<file path="src/rtl/muldiv_ctrl_pkg.sv">
// ============================================================================
// Module   : muldiv_ctrl_pkg
// Brief    : Op codes, controller states and defaults for the HI/LO sequencer.
// Revision : 1.0 - initial release
// ============================================================================
`default_nettype none

package muldiv_ctrl_pkg;

  typedef enum logic [2:0] {
    MD_MULT  = 3'd0,
    MD_MULTU = 3'd1,
    MD_DIV   = 3'd2,
    MD_DIVU  = 3'd3,
    MD_MTHI  = 3'd4,
    MD_MTLO  = 3'd5
  } md_op_e;

  typedef enum logic [1:0] {
    ST_IDLE     = 2'd0,
    ST_DIV_RUN  = 2'd1,
    ST_DIV_HOLD = 2'd2,
    ST_ABORT    = 2'd3
  } md_state_e;

  localparam int c_DIV_TIMEOUT_DFLT = 40;

  function automatic logic md_is_div(input md_op_e op);
    return (op == MD_DIV) || (op == MD_DIVU);
  endfunction

endpackage

`default_nettype wire

</file>
<file path="src/rtl/muldiv_ctrl_if.sv">
// ============================================================================
// Module   : muldiv_ctrl_if
// Brief    : EX-side, divider-side and HI/LO-write signals of muldiv_ctrl.
// Revision : 1.0 - initial release
// ============================================================================
`default_nettype none

interface muldiv_ctrl_if;
  import muldiv_ctrl_pkg::*;

  // Names are from the controller's point of view: i_* into it, o_* out of it.
  logic         i_op_valid;
  md_op_e       i_op;
  logic [31:0]  i_src_a;
  logic [31:0]  i_src_b;
  logic [31:0]  i_hi_in;
  logic [31:0]  i_lo_in;
  logic         i_flush_e;
  logic         i_stall_m;
  logic [63:0]  i_mul_result;
  logic         i_div_res_valid;
  logic [63:0]  i_div_result;

  logic         o_div_opn_valid;
  logic         o_div_sign;
  logic [31:0]  o_div_a;
  logic [31:0]  o_div_b;
  logic         o_div_res_ready;
  logic         o_div_abort;
  logic         o_stall_e;
  logic         o_hilo_we;
  logic [63:0]  o_hilo_wdata;
  logic         o_err_timeout;

  modport slave (
    input  i_op_valid, i_op, i_src_a, i_src_b, i_hi_in, i_lo_in,
    input  i_flush_e, i_stall_m, i_mul_result, i_div_res_valid, i_div_result,
    output o_div_opn_valid, o_div_sign, o_div_a, o_div_b, o_div_res_ready,
    output o_div_abort, o_stall_e, o_hilo_we, o_hilo_wdata, o_err_timeout
  );

  modport master (
    output i_op_valid, i_op, i_src_a, i_src_b, i_hi_in, i_lo_in,
    output i_flush_e, i_stall_m, i_mul_result, i_div_res_valid, i_div_result,
    input  o_div_opn_valid, o_div_sign, o_div_a, o_div_b, o_div_res_ready,
    input  o_div_abort, o_stall_e, o_hilo_we, o_hilo_wdata, o_err_timeout
  );

endinterface

`default_nettype wire

</file>
<file path="src/rtl/muldiv_ctrl_timer.sv">
// ============================================================================
// Module   : muldiv_ctrl_timer
// Brief    : Counts divider run cycles; one-cycle pulse on the DIV_TIMEOUT-th.
// Revision : 1.0 - initial release
// ============================================================================
`default_nettype none

module muldiv_ctrl_timer #(
  parameter int DIV_TIMEOUT = 40
) (
  input  wire logic clk,
  input  wire logic rst_n,
  input  wire logic i_run,
  output logic      o_expire
);

  localparam int               c_CW   = $clog2(DIV_TIMEOUT + 1);
  localparam logic [c_CW-1:0]  c_LAST = c_CW'(DIV_TIMEOUT - 1);
  localparam logic [c_CW-1:0]  c_SAT  = c_CW'(DIV_TIMEOUT);

  logic [c_CW-1:0] r_cnt;

  // Saturating so the pulse cannot repeat while the divider keeps stalling.
  always_ff @(posedge clk or negedge rst_n) begin
    if (!rst_n) begin
      r_cnt <= '0;
    end else if (!i_run) begin
      r_cnt <= '0;
    end else if (r_cnt != c_SAT) begin
      r_cnt <= r_cnt + c_CW'(1);
    end
  end

  assign o_expire = i_run && (r_cnt == c_LAST);

endmodule

`default_nettype wire

</file>
<file path="src/rtl/muldiv_ctrl.sv">
// ============================================================================
// Module   : muldiv_ctrl
// Brief    : Sequences MULT/DIV/MTHI/MTLO in EX, one HI/LO write per op.
// Revision : 1.0 - initial release
// ============================================================================
`default_nettype none

module muldiv_ctrl
  import muldiv_ctrl_pkg::*;
#(
  parameter int DIV_TIMEOUT = c_DIV_TIMEOUT_DFLT
) (
  input  wire logic     clk,
  input  wire logic     rst_n,
  muldiv_ctrl_if.slave  bus
);

  md_state_e   r_state;
  md_state_e   w_state_nxt;
  logic [31:0] r_a;
  logic [31:0] r_b;
  logic        r_sign;
  logic [63:0] r_res;

  logic        w_opn_valid;
  logic        w_res_ready;
  logic        w_abort;
  logic        w_stall;
  logic        w_we;
  logic [63:0] w_wdata;
  logic        w_latch_ops;
  logic        w_clr_ops;
  logic        w_latch_res;
  logic        w_run;
  logic        w_expire;

  always_ff @(posedge clk or negedge rst_n) begin
    if (!rst_n) begin
      r_state <= ST_IDLE;
      r_a     <= '0;
      r_b     <= '0;
      r_sign  <= 1'b0;
      r_res   <= '0;
    end else begin
      r_state <= w_state_nxt;
      if (w_latch_ops) begin
        r_a    <= bus.i_src_a;
        r_b    <= bus.i_src_b;
        r_sign <= (bus.i_op == MD_DIV);
      end else if (w_clr_ops) begin
        r_a    <= '0;
        r_b    <= '0;
        r_sign <= 1'b0;
      end
      if (w_latch_res) begin
        r_res <= bus.i_div_result;
      end
    end
  end

  always_comb begin
    w_state_nxt = r_state;
    w_opn_valid = 1'b0;
    w_res_ready = 1'b0;
    w_abort     = 1'b0;
    w_stall     = 1'b0;
    w_we        = 1'b0;
    w_wdata     = '0;
    w_latch_ops = 1'b0;
    w_clr_ops   = 1'b0;
    w_latch_res = 1'b0;

    case (r_state)
      ST_IDLE: begin
        if (bus.i_op_valid && !bus.i_flush_e) begin
          if (md_is_div(bus.i_op)) begin
            w_latch_ops = 1'b1;
            w_stall     = 1'b1;
            w_state_nxt = ST_DIV_RUN;
          end else if (!bus.i_stall_m) begin
            case (bus.i_op)
              MD_MULT, MD_MULTU: begin
                w_we    = 1'b1;
                w_wdata = bus.i_mul_result;
              end
              MD_MTHI: begin
                w_we    = 1'b1;
                w_wdata = {bus.i_src_a, bus.i_lo_in};
              end
              MD_MTLO: begin
                w_we    = 1'b1;
                w_wdata = {bus.i_hi_in, bus.i_src_a};
              end
              default: ;
            endcase
          end
        end
      end

      ST_DIV_RUN: begin
        // A flush wins over a result arriving in the same cycle.
        if (bus.i_flush_e) begin
          w_abort     = 1'b1;
          w_clr_ops   = 1'b1;
          w_state_nxt = ST_ABORT;
        end else begin
          w_opn_valid = 1'b1;
          if (bus.i_div_res_valid && !bus.i_stall_m) begin
            w_res_ready = 1'b1;
            w_we        = 1'b1;
            w_wdata     = bus.i_div_result;
            w_state_nxt = ST_IDLE;
          end else begin
            w_stall = 1'b1;
            if (bus.i_div_res_valid) begin
              w_latch_res = 1'b1;
              w_state_nxt = ST_DIV_HOLD;
            end
          end
        end
      end

      ST_DIV_HOLD: begin
        if (bus.i_flush_e) begin
          w_abort     = 1'b1;
          w_clr_ops   = 1'b1;
          w_state_nxt = ST_ABORT;
        end else if (!bus.i_stall_m) begin
          // Stall drops on the commit cycle so EX retires the divide exactly once.
          w_res_ready = 1'b1;
          w_we        = 1'b1;
          w_wdata     = r_res;
          w_state_nxt = ST_IDLE;
        end else begin
          w_stall = 1'b1;
        end
      end

      ST_ABORT: begin
        w_state_nxt = ST_IDLE;
      end

      default: begin
        w_state_nxt = ST_IDLE;
      end
    endcase
  end

  assign w_run = (r_state == ST_DIV_RUN) && !bus.i_flush_e;

  muldiv_ctrl_timer #(
    .DIV_TIMEOUT (DIV_TIMEOUT)
  ) u_timer (
    .clk      (clk),
    .rst_n    (rst_n),
    .i_run    (w_run),
    .o_expire (w_expire)
  );

  assign bus.o_div_opn_valid = w_opn_valid;
  assign bus.o_div_sign      = r_sign;
  assign bus.o_div_a         = r_a;
  assign bus.o_div_b         = r_b;
  assign bus.o_div_res_ready = w_res_ready;
  assign bus.o_div_abort     = w_abort;
  assign bus.o_stall_e       = w_stall;
  assign bus.o_hilo_we       = w_we;
  assign bus.o_hilo_wdata    = w_wdata;
  assign bus.o_err_timeout   = w_expire;

endmodule

`default_nettype wire

</file>
<file path="src/flat_wrapper.sv">
// flat-port wrapper written by rule: the top's interface ports become plain ports
module muldiv_ctrl_flat import muldiv_ctrl_pkg::*;
#(
  parameter int DIV_TIMEOUT = c_DIV_TIMEOUT_DFLT
)
  (clk, rst_n, bus_i_op_valid, bus_i_op, bus_i_src_a, bus_i_src_b, bus_i_hi_in, bus_i_lo_in, bus_i_flush_e, bus_i_stall_m, bus_i_mul_result, bus_i_div_res_valid, bus_i_div_result, bus_o_div_opn_valid, bus_o_div_sign, bus_o_div_a, bus_o_div_b, bus_o_div_res_ready, bus_o_div_abort, bus_o_stall_e, bus_o_hilo_we, bus_o_hilo_wdata, bus_o_err_timeout);
  muldiv_ctrl_if bus_i ();
  input  wire logic clk;
  input  wire logic rst_n;
  input wire logic [$bits(bus_i.i_op_valid)-1:0] bus_i_op_valid;
  input wire logic [$bits(bus_i.i_op)-1:0] bus_i_op;
  input wire logic [$bits(bus_i.i_src_a)-1:0] bus_i_src_a;
  input wire logic [$bits(bus_i.i_src_b)-1:0] bus_i_src_b;
  input wire logic [$bits(bus_i.i_hi_in)-1:0] bus_i_hi_in;
  input wire logic [$bits(bus_i.i_lo_in)-1:0] bus_i_lo_in;
  input wire logic [$bits(bus_i.i_flush_e)-1:0] bus_i_flush_e;
  input wire logic [$bits(bus_i.i_stall_m)-1:0] bus_i_stall_m;
  input wire logic [$bits(bus_i.i_mul_result)-1:0] bus_i_mul_result;
  input wire logic [$bits(bus_i.i_div_res_valid)-1:0] bus_i_div_res_valid;
  input wire logic [$bits(bus_i.i_div_result)-1:0] bus_i_div_result;
  output wire logic [$bits(bus_i.o_div_opn_valid)-1:0] bus_o_div_opn_valid;
  output wire logic [$bits(bus_i.o_div_sign)-1:0] bus_o_div_sign;
  output wire logic [$bits(bus_i.o_div_a)-1:0] bus_o_div_a;
  output wire logic [$bits(bus_i.o_div_b)-1:0] bus_o_div_b;
  output wire logic [$bits(bus_i.o_div_res_ready)-1:0] bus_o_div_res_ready;
  output wire logic [$bits(bus_i.o_div_abort)-1:0] bus_o_div_abort;
  output wire logic [$bits(bus_i.o_stall_e)-1:0] bus_o_stall_e;
  output wire logic [$bits(bus_i.o_hilo_we)-1:0] bus_o_hilo_we;
  output wire logic [$bits(bus_i.o_hilo_wdata)-1:0] bus_o_hilo_wdata;
  output wire logic [$bits(bus_i.o_err_timeout)-1:0] bus_o_err_timeout;
  assign bus_i.i_op_valid = bus_i_op_valid;
  assign bus_i.i_op = bus_i_op;
  assign bus_i.i_src_a = bus_i_src_a;
  assign bus_i.i_src_b = bus_i_src_b;
  assign bus_i.i_hi_in = bus_i_hi_in;
  assign bus_i.i_lo_in = bus_i_lo_in;
  assign bus_i.i_flush_e = bus_i_flush_e;
  assign bus_i.i_stall_m = bus_i_stall_m;
  assign bus_i.i_mul_result = bus_i_mul_result;
  assign bus_i.i_div_res_valid = bus_i_div_res_valid;
  assign bus_i.i_div_result = bus_i_div_result;
  assign bus_o_div_opn_valid = bus_i.o_div_opn_valid;
  assign bus_o_div_sign = bus_i.o_div_sign;
  assign bus_o_div_a = bus_i.o_div_a;
  assign bus_o_div_b = bus_i.o_div_b;
  assign bus_o_div_res_ready = bus_i.o_div_res_ready;
  assign bus_o_div_abort = bus_i.o_div_abort;
  assign bus_o_stall_e = bus_i.o_stall_e;
  assign bus_o_hilo_we = bus_i.o_hilo_we;
  assign bus_o_hilo_wdata = bus_i.o_hilo_wdata;
  assign bus_o_err_timeout = bus_i.o_err_timeout;
  muldiv_ctrl #(.DIV_TIMEOUT(DIV_TIMEOUT)) u_core (.clk(clk), .rst_n(rst_n), .bus(bus_i));
endmodule
</file>
<file path="config.mk">
export PLATFORM = sky130hd
export DESIGN_NAME = muldiv_ctrl_flat
export DESIGN_NICKNAME = d
export VERILOG_FILES = /design/src/rtl/muldiv_ctrl_pkg.sv /design/src/rtl/muldiv_ctrl_if.sv /design/src/rtl/muldiv_ctrl_timer.sv /design/src/rtl/muldiv_ctrl.sv /design/src/flat_wrapper.sv
export SDC_FILE = /design/constraint.sdc
export NUM_CORES = 1
export LEC_CHECK = 0
export CAP_MARGIN = 25
export CORE_AREA = 3 3 154 156
export DETAILED_ROUTE_END_ITERATION = 8
export DIE_AREA = 0 0 157 159
export GPL_ROUTABILITY_DRIVEN = 0
export PLACE_DENSITY = 0.73
export SLEW_MARGIN = 10
export SYNTH_ARGS = -nofsm -noshare
export SYNTH_HDL_FRONTEND = slang
export SYNTH_SLANG_ARGS = --single-unit
</file>
<file path="constraint.sdc">
create_clock -name clk -period 2.6 [get_ports clk]
set_clock_uncertainty 0.15 [all_clocks]
set_input_delay 0.65 -clock clk [delete_from_list [all_inputs] [get_ports clk]]
set_output_delay 0.65 -clock clk [all_outputs]
set_load 0.02 [all_outputs]
</file>
==> results of run 1 <==
-- stage by stage --
| step | TNS, ns | std cells | hold WS, ns | utilization [%] |
|---|---|---|---|---|
| floorplan | -0.256 | 777 | 0.204 | - |
| global placement | -93.00 | 1493 | 0.337 | 59.9 |
| detailed placement | -93.91 | 1493 | 0.344 | 59.9 |
| CTS | -37.27 | 1529 | 0.0453 | 62.4 |
| global route | -39.79 | 1542 | 0.0538 | 64.6 |
| finish | -33.16 | 1543 | 0.0290 | 64.6 |
-- path summary, 6_finish.rpt --
path | endpoint | slack (ns)
setup / recovery | bus_o_hilo_wdata[48] | -0.61
hold / removal | u_core.r_res[0] | 0.03
setup reg to reg | u_core.bus.o_div_a[14] | 0.22
hold reg to reg | u_core.r_res[32] | 0.36
max in group asynchronous | u_core.bus.o_div_a[10] | 1.60
min in group clk | u_core.r_res[32] | 0.36
-- flip-flops by register name (all words and copies together) (netlist names) --
name	count
u_core.u_timer.r_cnt	6
u_core.r_res	64
u_core.bus.o_div_sign	1
u_core.bus.o_div_a	32
u_core.bus.o_div_b	32
u_core.r_state	2
-- Yosys cell counts --
library cell	instances	area share [%]
a211o_1	1	0.11
a211oi_1	1	0.091
a21boi_0	1	0.091
a21o_1	1	0.091
a21oi_1	1	0.060
a311o_1	1	0.12
a311oi_1	2	0.21
a31oi_1	1	0.076
a32oi_1	64	6.8
and2_1	2	0.15
and3b_1	1	0.11
buf_1	4	0.18
buf_2	43	2.6
buf_6	7	0.95
clkbuf_1	10	0.45
dfrtp_1	137	41
ha_1	6	0.91
inv_1	71	3.2
mux2_2	128	17
mux2i_1	130	16
nand2_1	72	3.3
nand2b_1	2	0.15
nand3_1	3	0.18
nand3b_1	2	0.18
nand4_1	2	0.15
nand4b_1	1	0.11
nor2_1	3	0.14
nor3_1	4	0.24
nor4b_1	2	0.21
nor4bb_1	1	0.12
o21ai_0	7	0.42
o21ai_1	60	3.6
o221ai_1	1	0.11
or3_1	1	0.076
or4_1	1	0.091
xnor2_1	1	0.11
xor2_1	2	0.21
-- layer usage --
metal / GRT usage [%] / vias to the layer above
li1: - / 3763
met1: 30.3 / 3888
met2: 40.0 / 311
met3: 6.74 / 41
met4: 6.57 / 0
met5: 0 / -
-- worst max-delay path, stage by stage, from the launching register on --
cell,delay (ns)
dfrtp_1,0.41
inv_2,0.08
ha_1,0.17
nand3b_1,0.13
or4_4,0.51
buf_12,0.22
o21ai_2,0.16
clkdlybuf4s15_2,0.28
-- power groups by stage --
stage               Combinational (mW)  Clock (mW)  Sequential, mW
floorplan                         1.72           0            3.39
global placement                  3.73           0            3.18
detailed placement                3.78           0            3.22
CTS                               3.79        2.38            3.19
global route                      4.27        2.48            3.29
finish                            4.00        2.34            3.22
-- cell families after synthesis --
kind of cell               Yosys count
AOI/OAI and AO/OA                  141
xor gates and xnor gates             3
adders and majority gates            6
buffers and inverters              135
DFF                                137
muxes                              258
and+or+nand+nor                     97
-- cell type report --
| type | count | area, um2 |
|---|---|---|
| repair buffers | 510 | 5190 |
| clock inverters | 13 | 123 |
| clock buffers | 18 | 439 |
| fillers | 1828 | 7960 |
| well taps | 285 | 357 |
| flip-flops and latches | 137 | 3430 |
| diodes | 4 | 10.0 |
| inverters | 71 | 267 |
| multi-input cells | 505 | 4730 |
-- repair_timing --
action | 4_1_cts | 5_1_grt
resized for setup | 263 | 135
buffers inserted | 3 | 6
cloned | 2 | 4
pin swaps | 1 | 19
endpoints found under the setup margin | 105 | 104
==> flow_summary.json, run 1 <==
{
  "outcome": "finished with violations",
  "violations_in_the_final_reports": "negative setup slack",
  "number_of_drc_markers_after_the_initial_detailed_route_iteration": 381,
  "wl_met1_mm": 13.0,
  "post_synth_and_or_nand_nor_area_fraction_pct": 5.16,
  "post_detailed_route_drc_marker_count": 0,
  "regToRegStartpoint": "u_core.r_state[0]",
  "mux_share_of_post_synthesis_cell_area_pct": 33.1,
  "post_synth_fa_ha_maj_area_fraction_pct": 0.906,
  "chipWidth_um": 157,
  "syn-cell-area_um2": 8290,
  "static-leakage-power_nw": 6.86,
  "cp.arrival_ns": 2.41,
  "tritoncts_num_sinks": 137,
  "wl_met3_mm": 2.47,
  "post_drt_via_cell_ratio": 5.19,
  "dpl_worst_slack_ns": -1.13,
  "highest_layer": "met4",
  "net_switching_fraction_of_the_power_pct": 34.5,
  "slew_worst_pin_ns": 0.754,
  "antenna_found_initial": 3,
  "worst_r2r_path_depth": 7,
  "die_y_um": 159,
  "start_kind": "flop",
  "power.switching_mw": 3.29,
  "min-delay-path-class": "input pin to async pin",
  "critPathKind": "flop to output pin",
  "drive_above_1_share_pct": 34.1,
  "post_synth.cell_area_avg_um2": 10.7,
  "pwr-share-seq_pct": 33.7,
  "post_synth_inst_count": 777,
  "synth.yosys.warnings": 0,
  "met2_wirelength_mm": 15.5,
  "post_dp_hpwl_mm": 23.1,
  "synth_compound_area_share_pct": 11.8,
  "clockRootBuffer": "clkbuf_16",
  "slew_headroom_pct": 49.8,
  "design.portCount": 400,
  "syn-num-nets": 1048,
  "placeableCoreArea_um2": 22500,
  "global_route.overflow_total": 0,
  "critical_path.endpoint_type": "output pin",
  "setup.worst_path.start": "u_core.r_state[0]",
  "detail_route.wirelength_mm": 31.7,
  "htree_num_levels": 4,
  "clock_power_share_pct": 24.5,
  "ys_ff_latch": 137,
  "finalCriticalPeriod_ns": 3.21,
  "std_cell_rows": 55,
  "final_setup_margin_ns": -0.605,
  "numPortBuffers": 399,
  "layout_worst_path_cycle_share_pct": 123,
  "area_of_the_die_um2": 25000,
  "cell_internal_pwr_mw": 6.25,
  "seq_area_frac_synth_pct": 41.4,
  "power_per_cell_area_nw_per_um2": 656,
  "first_global_vias": 8182,
  "final_design_area_no_fill_um2": 14500,
  "wire_per_inst_um": 20.6,
  "synthToLayoutAreaGrowth_pct": 75.5,
  "initial_core_utilization_pct": 36.8,
  "synth_cell_types": 37,
  "cts-root-to-sink-buffers": 2,
  "clk_latency_ns": 0.41,
  "timing.max_cap.violations": 0,
  "final_max_slew_viol_count": 0,
  "antenna_left": 0,
  "combinationalPowerShare_pct": 41.9,
  "layout.cells.most_common_list": "clkdlybuf4s50_1 (321), dfrtp_1 (137), mux2i_1 (130), mux2_2 (128), buf_4 (86)",
  "grt_first_pass_wirelength_mm": 46.5,
  "path_clk_slew_ns": 0.07,
  "final_hold_viol_count": 0,
  "clock_tree_from_tritoncts": "yes",
  "rsz0062_at_grt": "yes",
  "nNetsFinal": 1513,
  "cts_made_buffers": 17,
  "commonest_non_fill_non_tap_cell_in_the_layout": "clkdlybuf4s50_1",
  "final-setup-viol-count": 66,
  "pin_count_of_the_biggest_net_entering_global_routing": 66,
  "final_total_power_mw": 9.55,
  "groute.usage.overall_pct": 23.9,
  "detailedRoute.firstPassIterationCount": 4,
  "power.ir.vdd_worst_mv": 0.383,
  "synth_top_family_by_area": "multiplexers",
  "vias_post_dr": 8003,
  "path_max_fanout": 31,
  "crit_required_ns": 1.80,
  "cts-hold-fix-buffers": 0,
  "max_freq_ghz": 0.312,
  "placed_cell_area_um2": 13500,
  "synthXorXnorAreaFrac_pct": 0.317
}
Power figures use the tool's default switching activity.
==> run 2: changes to the inputs <==
- CTS_BUF_LIST: unset -> sky130_fd_sc_hd__clkbuf_4 sky130_fd_sc_hd__clkbuf_8 sky130_fd_sc_hd__clkbuf_16
==> results of run 2 <==
Same layout as run 1: the final DEF is identical, and so are final timing and power.
